`src/rtl/asip_pkg.sv`:
```
// Shared types and constants for the control-flow redirect path.
package asip_pkg;

    typedef enum logic [1:0] {
        BR_COND_REL   = 2'b00,
        BR_UNCOND_REL = 2'b01,
        BR_JUMP_ABS   = 2'b10,
        BR_RESERVED   = 2'b11
    } br_type_t;

    typedef enum logic [1:0] {
        ST_IDLE     = 2'b00,
        ST_REDIRECT = 2'b01,
        ST_HOLD     = 2'b10,
        ST_FLUSH    = 2'b11
    } redirect_state_t;

    // Instruction size in bytes; targets must be multiples of this.
    localparam int PC_STEP    = 4;
    localparam int ALIGN_BITS = $clog2(PC_STEP);

endpackage

```
`src/rtl/branch_target_calc.sv`:
```
// Combinational resolution of a control-flow instruction: taken decision,
// word-aligned target and a flag for a raw target that was not aligned.
module branch_target_calc
    import asip_pkg::*;
#(
    parameter int PC_W = 8
) (
    input  logic [1:0]      brType,
    input  logic            brCond,
    input  logic [PC_W-1:0] brPc,
    input  logic [PC_W-1:0] brOffset,
    input  logic [PC_W-1:0] brTarget,
    output logic            taken,
    output logic [PC_W-1:0] target,
    output logic            misaligned
);

    br_type_t        br_type;
    logic [PC_W-1:0] raw_target;

    assign br_type = br_type_t'(brType);

    // Taken decision and raw target; the relative add wraps modulo 2^PC_W,
    // and with equal widths the signed offset needs no explicit extension.
    always_comb begin
        taken      = 1'b0;
        raw_target = brPc + brOffset;
        case (br_type)
            BR_COND_REL:   taken = brCond;
            BR_UNCOND_REL: taken = 1'b1;
            BR_JUMP_ABS: begin
                taken      = 1'b1;
                raw_target = brTarget;
            end
            default:       taken = 1'b0;
        endcase
    end

    assign target     = {raw_target[PC_W-1:ALIGN_BITS], {ALIGN_BITS{1'b0}}};
    assign misaligned = |raw_target[ALIGN_BITS-1:0];

endmodule

```
`src/rtl/pc_redirect_unit.sv`:
```
// Redirect controller between execute and fetch.
//
//   state    | meaning
//   ---------+--------------------------------------------------------------
//   IDLE     | waiting for a resolved branch; not-taken COND_REL counted here
//   REDIRECT | pcWrEn pulse, newPc valid, both flushes high, takenCnt++
//   HOLD     | newPc held for fetch's delayed enable, flushes still high
//   FLUSH    | extra flush cycles beyond the first two (FLUSH_CYCLES > 2)
//
// busy covers every non-IDLE state, so a branch arriving in the cycle the FSM
// returns to IDLE is still on the wrong path and is dropped.
// FLUSH_CYCLES must be at least 2.
module pc_redirect_unit
    import asip_pkg::*;
#(
    parameter int PC_W         = 8,
    parameter int FLUSH_CYCLES = 2,
    parameter int CNT_W        = 16
) (
    input  logic             clk,
    input  logic             reset,
    input  logic             brValid,
    input  logic [1:0]       brType,
    input  logic             brCond,
    input  logic [PC_W-1:0]  brPc,
    input  logic [PC_W-1:0]  brOffset,
    input  logic [PC_W-1:0]  brTarget,
    output logic             pcWrEn,
    output logic [PC_W-1:0]  newPc,
    output logic             flushIfId,
    output logic             flushIdEx,
    output logic             busy,
    output logic             misalign,
    output logic [CNT_W-1:0] takenCnt,
    output logic [CNT_W-1:0] notTknCnt
);

    // Flush cycles left after HOLD; REDIRECT and HOLD account for two.
    localparam int                FC_W        = $clog2(FLUSH_CYCLES + 1);
    localparam logic [FC_W-1:0]   FLUSH_EXTRA = FC_W'(FLUSH_CYCLES - 2);

    redirect_state_t state_q, state_d;
    logic [FC_W-1:0] flush_cnt_q, flush_cnt_d;
    logic [PC_W-1:0] target_q;
    logic            misalign_q;
    logic [CNT_W-1:0] taken_cnt_q, not_tkn_cnt_q;

    logic            calc_taken;
    logic [PC_W-1:0] calc_target;
    logic            calc_misaligned;
    logic            is_cond_rel;

    logic            load_target;
    logic            set_misalign;
    logic            inc_taken;
    logic            inc_not_tkn;

    branch_target_calc #(
        .PC_W (PC_W)
    ) u_target_calc (
        .brType     (brType),
        .brCond     (brCond),
        .brPc       (brPc),
        .brOffset   (brOffset),
        .brTarget   (brTarget),
        .taken      (calc_taken),
        .target     (calc_target),
        .misaligned (calc_misaligned)
    );

    assign is_cond_rel = (br_type_t'(brType) == BR_COND_REL);

    // State register.
    always_ff @(posedge clk) begin
        if (reset) begin
            state_q <= ST_IDLE;
        end else begin
            state_q <= state_d;
        end
    end

    // Next-state logic plus the datapath update strobes.
    always_comb begin
        state_d      = state_q;
        flush_cnt_d  = flush_cnt_q;
        load_target  = 1'b0;
        set_misalign = 1'b0;
        inc_taken    = 1'b0;
        inc_not_tkn  = 1'b0;
        case (state_q)
            ST_IDLE: begin
                if (brValid) begin
                    if (calc_taken) begin
                        load_target  = 1'b1;
                        set_misalign = calc_misaligned;
                        state_d      = ST_REDIRECT;
                    end else if (is_cond_rel) begin
                        inc_not_tkn = 1'b1;
                    end
                end
            end
            ST_REDIRECT: begin
                inc_taken   = 1'b1;
                flush_cnt_d = FLUSH_EXTRA;
                state_d     = ST_HOLD;
            end
            ST_HOLD: begin
                state_d = (flush_cnt_q == '0) ? ST_IDLE : ST_FLUSH;
            end
            ST_FLUSH: begin
                flush_cnt_d = flush_cnt_q - FC_W'(1);
                if (flush_cnt_q <= FC_W'(1)) begin
                    state_d = ST_IDLE;
                end
            end
            default: state_d = ST_IDLE;
        endcase
    end

    // Target register, flush down-counter and sticky misalign flag.
    always_ff @(posedge clk) begin
        if (reset) begin
            target_q    <= '0;
            flush_cnt_q <= '0;
            misalign_q  <= 1'b0;
        end else begin
            flush_cnt_q <= flush_cnt_d;
            if (load_target) begin
                target_q <= calc_target;
            end
            if (set_misalign) begin
                misalign_q <= 1'b1;
            end
        end
    end

    // Saturating statistics counters.
    always_ff @(posedge clk) begin
        if (reset) begin
            taken_cnt_q   <= '0;
            not_tkn_cnt_q <= '0;
        end else begin
            if (inc_taken && (taken_cnt_q != '1)) begin
                taken_cnt_q <= taken_cnt_q + CNT_W'(1);
            end
            if (inc_not_tkn && (not_tkn_cnt_q != '1)) begin
                not_tkn_cnt_q <= not_tkn_cnt_q + CNT_W'(1);
            end
        end
    end

    assign pcWrEn    = (state_q == ST_REDIRECT);
    assign busy      = (state_q != ST_IDLE);
    assign flushIfId = busy;
    assign flushIdEx = busy;
    assign newPc     = target_q;
    assign misalign  = misalign_q;
    assign takenCnt  = taken_cnt_q;
    assign notTknCnt = not_tkn_cnt_q;

endmodule
```
`config.mk`:
```
export PLATFORM = sky130hd
export DESIGN_NAME = pc_redirect_unit
export DESIGN_NICKNAME = d
export VERILOG_FILES = /design/src/rtl/asip_pkg.sv /design/src/rtl/branch_target_calc.sv /design/src/rtl/pc_redirect_unit.sv
export SDC_FILE = /design/constraint.sdc
export NUM_CORES = 1
export LEC_CHECK = 0
export ABC_AREA = 0
export ABC_CLOCK_PERIOD_IN_PS = 2200
export BUFFER_PORTS_ARGS = -buffer_cell sky130_fd_sc_hd__buf_4
export CAP_MARGIN = 20
export CORE_MARGIN = 8
export CORE_UTILIZATION = 52
export CTS_CLUSTER_SIZE = 16
export DETAILED_ROUTE_END_ITERATION = 10
export MAX_ROUTING_LAYER = met4
export PLACE_DENSITY = 0.8
export SYNTH_ARGS = -nofsm -noshare
export SYNTH_HDL_FRONTEND = slang
export SYNTH_SLANG_ARGS = --single-unit
export TNS_END_PERCENT = 100
```
`constraint.sdc`:
```
create_clock -name clk -period 2.2 [get_ports clk]
set_clock_uncertainty 0.2 [all_clocks]
set_input_delay 0.11 -clock clk [delete_from_list [all_inputs] [get_ports clk]]
set_output_delay 0.11 -clock clk [all_outputs]
set_load 0.02 [all_outputs]
```
==> results of run 1 <==
[metal layers]
layer  vias up  share of wire [%]
li1       1213                  -
met1      1068                 45
met2        81                 44
met3        13                8.4
met4         0                2.0
met5         -                  0
[through the flow]
stage          cells  setup WS, ns
2_1_floorplan    297        0.2094
3_5_place_dp     428        0.2258
6_report         440        0.2415
5_1_grt          440       0.06774
3_3_place_gp     428        0.2770
4_1_cts          440        0.2360
[timing repair]
action	in CTS	in global routing
buffers inserted	0	0
hold buffers	4	0
gates resized for setup	0	0
endpoints found under the hold margin	4	0
[final timing paths]
path | end | slack (ns) | cells after the start
setup / recovery | takenCnt[0]$_SDFFE_PP0P_ | 0.24 | 7
hold / removal | newPc[4]$_SDFFE_PP0P_ | 0.01 | 3
setup reg to reg | takenCnt[0]$_SDFFE_PP0P_ | 0.24 | 7
hold reg to reg | misalign$_SDFFE_PP0P_ | 0.28 | 2
[sequential cells by signal, summed over array words and instances, names as in the netlist]
register,count
flush_cnt_q,2
misalign,1
newPc,6
notTknCnt,16
state_q,2
takenCnt,16
[final cells by class]
type | count | area share (%)
Multi-Input combinational cell | 225 | 48.42
Sequential cell | 43 | 25.83
Timing Repair Buffer | 80 | 18.32
Clock buffer | 8 | 3.003
Tap cell | 67 | 2.515
Inverter | 17 | 1.914
[critical path, stage by stage (launching register included)]
cell     delay [ns]
dfxtp_1        0.45
ha_1           0.24
nand4_1        0.20
nor4_2         0.26
buf_4          0.22
nor2_1         0.08
xnor2_1        0.14
nor2_1         0.05
[power by group through the flow]
stage,logic (mW),registers [mW],clock network [mW]
floorplan,0.163,0.841,0
global placement,0.272,0.825,0
detailed placement,0.275,0.825,0
CTS,0.282,0.807,0.558
global route,0.310,0.810,0.596
finish,0.281,0.807,0.543
[layout by cell type, fill, tap and decap left out, types with 2 or more instances in the layout]
cell and n:
buf_4 76, nor2_1 44, dfxtp_1 43, xnor2_1 23, inv_1 16, a21oi_1 16
nand2_1 15, ha_1 14, nand4_1 8, nand3_1 8, nor3_1 8, o21ai_0 7
clkbuf_8 7, nor3b_1 6, nor4_2 6, a211oi_1 5, and3_1 4, o21ai_1 4
dlygate4sd3_1 4, nor4b_2 3, xor2_1 3, nor2b_1 3, a31oi_1 3, and4_1 2
nor4_4 2, o22ai_1 2, nand3_2 2, a31o_1 2, o211ai_1 2, mux2i_1 2
a311oi_1 2, o311ai_0 2, o41ai_1 2, nor4_1 2, conb_1 2
[kinds of logic after synthesis]
kind of cell               count (synthesis)  share of synthesized area [%]
AOI/OAI and AO/OA                         55                          14.37
muxes                                      3                          1.201
other                                      1                         0.1440
DFF                                       43                          33.06
xor gates and xnor gates                  26                          8.746
and+or+nand+nor                          124                          29.89
buffers and inverters                     29                          5.093
adders and majority gates                 15                          7.497
==> reports/metrics.yaml, run 1 <==
floorplan:
  die-area_sq_mm: 0.007527
  io_pins: 75
  core_sq_mm: 0.004786
  initial_utilization_pct: 54.41
  die_width_um: 86.76
  fp-row-count: 25
  die_height_um: 86.76
power_and_ir_drop:
  share_comb_of_total_power_pct: 17.2
  p_per_area_mw_per_mm2: 489.4
  ir_drop_uv: 316.7
  p_sw_share_pct: 25.67
  p_seq_share_pct: 49.5
  design_power_total_mw: 1.631
  leakagePower_nw: 1.303
  switching_power_uw: 418.7
  internal_power_mw: 1.212
  clock_power_share_pct: 33.3
timing:
  timing.final.setup_violations: 0
  final_hold_viol_count: 0
  slew_margin_rel_pct: 66.88
  setup-tns-final_ns: 0
  holdWs_ns: 0.01011
  slew_viol_final: 0
  max_clk_rate_ghz: 0.5106
  period_share_pct: 89.02
  rsz_0062_raised_after_global_routing: "false"
  worst_slew_pin_slew_ns: 0.4946
  finalCriticalPeriod_ns: 1.959
place:
  place.gp.congestion: 0.8624
  postPlaceCellArea_sq_mm: 0.003193
  portBuffers: 72
  dp.final_hpwl_mm: 4.691
final_layout:
  layout.filler_cells: 394
  ratio_of_cells_with_drive_above_1_in_the_final_layout_pct: 28.42
  p_r_area_growth_vs_syn_pct: 28.02
  multi_input_comb_area_sq_mm: 0.001614
  final_nets: 417
  post-route-cell-area_sq_mm: 0.003333
  finish.utilization_pct: 69.65
  insertedDiodeCount: 0
  layout.area.seq_sq_um: 860.8
clock_tree:
  cts_max_path_buffers: 2
  cts_tree: "done"
  h_tree_lvl_count: 2
  worst_skew_pair.late_latency_ns: 0.30
  cts-buffers-inserted: 5
  root_buffer: "clkbuf_8"
  clk_pin_slew_worst_paths_ns: 0.08
  numClockSinks: 43
setup_path:
  endpoint_kind: "flip-flop"
  critPathMaxFanout: 11
  setup.worst_path.start_class: "flip-flop"
  crit_start: "takenCnt[0]$_SDFFE_PP0P_"
  rr_startpoint: "takenCnt[0]$_SDFFE_PP0P_"
  worst_ep_arrival_time_ns: 1.93
  critical_path_class: "reg2reg"
  timing.critical_path.required_ns: 2.18
global_routing:
  first_pass_grt_wire_length_mm: 10.05
  grt_util_met1_pct: 19.13
  use_met2_pct: 26.32
  track_usage_pct: 16.86
  grt_max_degree: 43
  first_global_vias: 2199
  gr-total-overflow: 0
  grt.met3_usage_pct: 6.616
  global_route.peak_usage_layer: "met2"
  antenna_found_initial: 0
synthesis:
  leading_cell_types_by_count_after_synthesis: "44 x nor2_1, 43 x dfxtp_1, 23 x xnor2_1, 16 x a21oi_1, 16 x inv_1"
  synth_area_leaders: "dfxtp_1 33%, xnor2_1 7.7%, ha_1 6.7%"
  synth-async-reset-ratio_pct: 0
  yosys.area.top_type: "dfxtp_1"
  synthesis.area_sq_mm: 0.002604
  synthesis.instances: 296
  synth.top_cell.area_share_pct: 33.06
  yosysMostFrequentCell: "nor2_1"
  synth.avg_cell_area_sq_um: 8.796
  synth_edf_count: 0
  fraction_of_the_yosys_area_taken_by_sequential_cells_pct: 33.06
  post_synth_num_cell_types: 58
  yosys_register_bits: 43
  synth_warnings: 0
  synthFlopType: "dfxtp_1"
detailed_routing:
  drt_iter0_drc: 79
  detail_route.wirelength_mm: 6.059
  drtPass1Iterations: 4
  dr_total_vias: 2375
  drt-vias-per-instance: 5.398
  drcViolationCount: 0
  routedWlPerCell_um: 13.77
  antenna_left: 0
flow_run:
  cap_violations: 0
outcome:
  run_status: "finished clean"
worst_hold_path:
  min_path_type: "in2reg"
  hold_crit_start: "brTarget[4]"
(Power assumes the default switching activity.)
==> inputs of run 2 (changes only) <==
Settings changed: ABC_AREA 0 to 1, CORE_UTILIZATION 52 to 55, CTS_BUF_LIST from default to sky130_fd_sc_hd__clkbuf_4 sky130_fd_sc_hd__clkbuf_8, HOLD_SLACK_MARGIN from default to 0.03, PLACE_DENSITY 0.8 to 0.83.
==> run 2 against run 1 <==
Sequential share of layout area shrank 1.5 points. Fmax down 2.2%. Register-to-register slack got worse by 0.04 ns. Global-route usage rose by 2.8 points. Total power is 0.75% lower. Cell area up 6.1%. Count of clock-buffer cells in the layout down 2. Worst setup slack worse by 0.044 ns. Synthesized cell count increased by 41%. Sequential power is essentially flat.
==> reports/metrics.yaml, run 2 <==
detailed_routing:
  drtPass1Iterations: 5  # +1
  antenna_left: 0  # unchanged
  drt_iter0_drc: 150  # +90%
  drt-vias-per-instance: 5.145  # -4.7%
  drcViolationCount: 0  # unchanged
  dr_total_vias: 2907  # +22%
  routedWlPerCell_um: 12.72  # -7.7%
  detail_route.wirelength_mm: 7.184  # +19%
outcome:
  run_status: "finished clean"
floorplan:
  die_width_um: 87.47  # +0.81%
  die-area_sq_mm: 0.007650  # +1.6%
  die_height_um: 87.47  # +0.81%
  core_sq_mm: 0.005010  # +4.7%
  initial_utilization_pct: 56.07  # +1.7 points
  io_pins: 75  # unchanged
  fp-row-count: 26  # +4.0%
setup_path:
  critPathMaxFanout: 11  # unchanged
  endpoint_kind: "flip-flop"
  timing.critical_path.required_ns: 2.25  # +0.07 ns
  worst_path_max_stage_delay_ns: 0.55  # +0.10 ns
  critical_path_class: "reg2reg"
  setup_slack_reg_to_reg_ns: 0.20  # -0.04 ns
  crit_buf_inv: 1  # unchanged
  worstPathCellList: "or2_4 > nor2_4 > nand2_2 > nor2_1 > nand2_1 > a21oi_1 > dlygate4sd3_1"
  setup.worst_path.start_class: "flip-flop"
  worst_ep_arrival_time_ns: 2.05  # +0.12 ns
  timing.rr.end: "newPc[6]$_SDFFE_PP0P_"
  worst_path_dominant_cell_family: "simple AND/OR/NAND/NOR gates"
  reg2reg_depth: 7  # unchanged
  cp_slowest_cell: "dlygate4sd3_1"
  rr_startpoint: "state_q[1]$_SDFFE_PP0P_"
synthesis:
  synthesis.area_sq_mm: 0.002809  # +7.9%
  synth.avg_cell_area_sq_um: 6.720  # -24%
  post_synth_num_cell_types: 32  # -45%
  synthesis.instances: 418  # +41%
  synth_edf_count: 0  # unchanged
  synth_warnings: 0  # unchanged
  fraction_of_the_yosys_area_taken_by_sequential_cells_pct: 30.65  # -2.4 points
  leading_cell_types_by_count_after_synthesis: "127 x nand2_1, 44 x nor2_1, 43 x a21oi_1, 43 x dfxtp_1, 39 x inv_1"
  yosys_register_bits: 43  # unchanged
  synthFlopType: "dfxtp_1"
  synth.top_cell.area_share_pct: 30.65  # -2.4 points
  yosysMostFrequentCell: "nand2_1"
  yosys.area.top_type: "dfxtp_1"
  synth-async-reset-ratio_pct: 0  # unchanged
  synth_area_leaders: "dfxtp_1 31%, nand2_1 17%, a21oi_1 7.7%"
clock_tree:
  clk_pin_slew_worst_paths_ns: 0.09  # about the same
  root_buffer: "clkbuf_8"
  cts_max_path_buffers: 2  # unchanged
  cts_tree: "done"
  numClockSinks: 43  # unchanged
  h_tree_lvl_count: 2  # unchanged
  postCtsSetupBuffers: 0  # unchanged
  cts-buffers-inserted: 5  # unchanged
  worst_skew_pair.late_latency_ns: 0.30  # about the same
place:
  postPlaceCellArea_sq_mm: 0.003354  # +5.1%
  portBuffers: 72  # unchanged
  place.gp.congestion: 0.9113  # +5.7%
  dpl.cell_count: 548  # +28%
  dp.final_hpwl_mm: 5.433  # +16%
worst_hold_path:
  holdPathStages: 6  # +3
  min_path_type: "in2reg"
  hold_crit_start: "brPc[7]"
  holdPathEnd: "newPc[7]$_SDFFE_PP0P_"
timing:
  slew_viol_final: 0  # unchanged
  finalCriticalPeriod_ns: 2.002  # +0.04375 ns
  rsz_0062_raised_after_global_routing: "false"
  final_hold_viol_count: 0  # unchanged
  max_clk_rate_ghz: 0.4994  # -2.2%
  timing.final.setup_violations: 0  # unchanged
  setup-tns-final_ns: 0  # unchanged
  period_share_pct: 91.01  # +2.0 points
final_layout:
  insertedDiodeCount: 0  # unchanged
  ratio_of_cells_with_drive_above_1_in_the_final_layout_pct: 20.61  # -7.8 points
  finalNonFillerCells: 565  # +28%
  post-route-cell-area_sq_mm: 0.003536  # +6.1%
  final_cell_mix: "126 x nand2_1, 73 x buf_4, 44 x nor2_1"
  layout.filler_cells: 449  # +14%
  p_r_area_growth_vs_syn_pct: 25.88
  final_common_cell: "nand2_1"
  final_nets: 539  # +29%
power_and_ir_drop:
  switching_power_uw: 456.1  # +8.9%
  leakagePower_nw: 1.519  # +17%
  ir_drop_uv: 255.9  # -19%
  p_seq_share_pct: 49.8  # +0.3 points
  share_comb_of_total_power_pct: 18.9  # +1.7 points
  internal_power_mw: 1.163  # -4.1%
  p_per_area_mw_per_mm2: 457.8  # -6.4%
  p_sw_share_pct: 28.18  # +2.5 points
  clock_power_share_pct: 31.3  # -2.0 points
global_routing:
  first_pass_grt_wire_length_mm: 11.88  # +18%
  grt_max_degree: 36  # -16%
  gr-total-overflow: 0  # unchanged
  track_usage_pct: 19.67  # +2.8 points
  antenna_found_initial: 0  # unchanged
  first_global_vias: 2744  # +25%
flow_run:
  cap_violations: 0  # unchanged
==> run 2: power by group through the flow <==
stage          logic, mW  clock network (mW)  registers [mW]
6_report           0.305               0.506           0.807
5_1_grt            0.339               0.555           0.810
4_1_cts            0.304               0.518           0.807
3_5_place_dp       0.290                   0           0.825
3_3_place_gp       0.284                   0           0.824
2_1_floorplan      0.179                   0           0.841
==> run 2: cells by family after synthesis <==
logic type / count (synthesis) / share of synthesized area, %
and+or+nand+nor: 224 / 35.28
buffers and inverters: 54 / 8.775
AOI/OAI and AO/OA: 59 / 11.36
DFF: 43 / 30.65
xor gates and xnor gates: 22 / 6.860
other: 1 / 0.1335
adders and majority gates: 15 / 6.949
==> run 2: worst max-delay path by stage <==
stage | from | cells past startpoint | to | slack (ns)
2_1_floorplan | takenCnt[1]$_SDFFE_PP0P_ | 9 | takenCnt[13]$_SDFFE_PP0P_ | 0.32
3_3_place_gp | notTknCnt[1]$_SDFFE_PP0P_ | 8 | notTknCnt[11]$_SDFFE_PP0P_ | 0.40
3_5_place_dp | notTknCnt[0]$_SDFFE_PP0P_ | 8 | notTknCnt[11]$_SDFFE_PP0P_ | 0.29
4_1_cts | state_q[1]$_SDFFE_PP0P_ | 7 | newPc[6]$_SDFFE_PP0P_ | 0.11
5_1_grt | state_q[1]$_SDFFE_PP0P_ | 7 | newPc[6]$_SDFFE_PP0P_ | 0.07
6_report | state_q[1]$_SDFFE_PP0P_ | 7 | newPc[6]$_SDFFE_PP0P_ | 0.20
==> run 2: stage by stage <==
stage | hold slack (ns) | util (%) | worst slack, ns | power, mW
2_1_floorplan | 0.1076 | - | 0.3222 | 1.020
3_3_place_gp | 0.2000 | 66.96 | 0.3954 | 1.108
3_5_place_dp | 0.2047 | 66.96 | 0.2864 | 1.115
4_1_cts | 0.03853 | 70.53 | 0.1078 | 1.629
5_1_grt | 0.04126 | 70.58 | 0.06878 | 1.704
6_report | 0.03481 | 70.58 | 0.1977 | 1.619
==> run 2: timing repair <==
| action | 4_1_cts | 5_1_grt |
|---|---|---|
| hold buffers | 9 | 0 |
| setup endpoints to repair | 0 | 1 |
| gates resized for setup | 0 | 1 |
| endpoints found under the hold margin | 17 | 0 |
==> run 2: tightest hold or removal path, delay by kind of cell <==
| family | cells | cell delay, ns |
|---|---|---|
| compound gates | 1 | 0.06 |
| xor+xnor | 1 | 0.06 |
| simple gates | 3 | 0.17 |
| buf+inv | 1 | 0.08 |
==> run 2: layout make-up <==
cell class	instances	area [sq um]	area share [%]
repair buffers	82	638.1	18.05
clock buffers	6	76.32	2.159
well taps	70	87.58	2.477
inverters	40	152.6	4.317
clock inverters	2	12.51	0.3539
multi-input cells	322	1708	48.30
flip-flops and latches	43	860.8	24.35
==> run 2: metal layers <==
metal	track usage, %	wire length (um)	up-vias
met2	34.85	3688	67
met1	20.22	2994	1349
met3	4.434	336	13
met4	8.906	165	0
met5	-	0	-
li1	-	-	1478
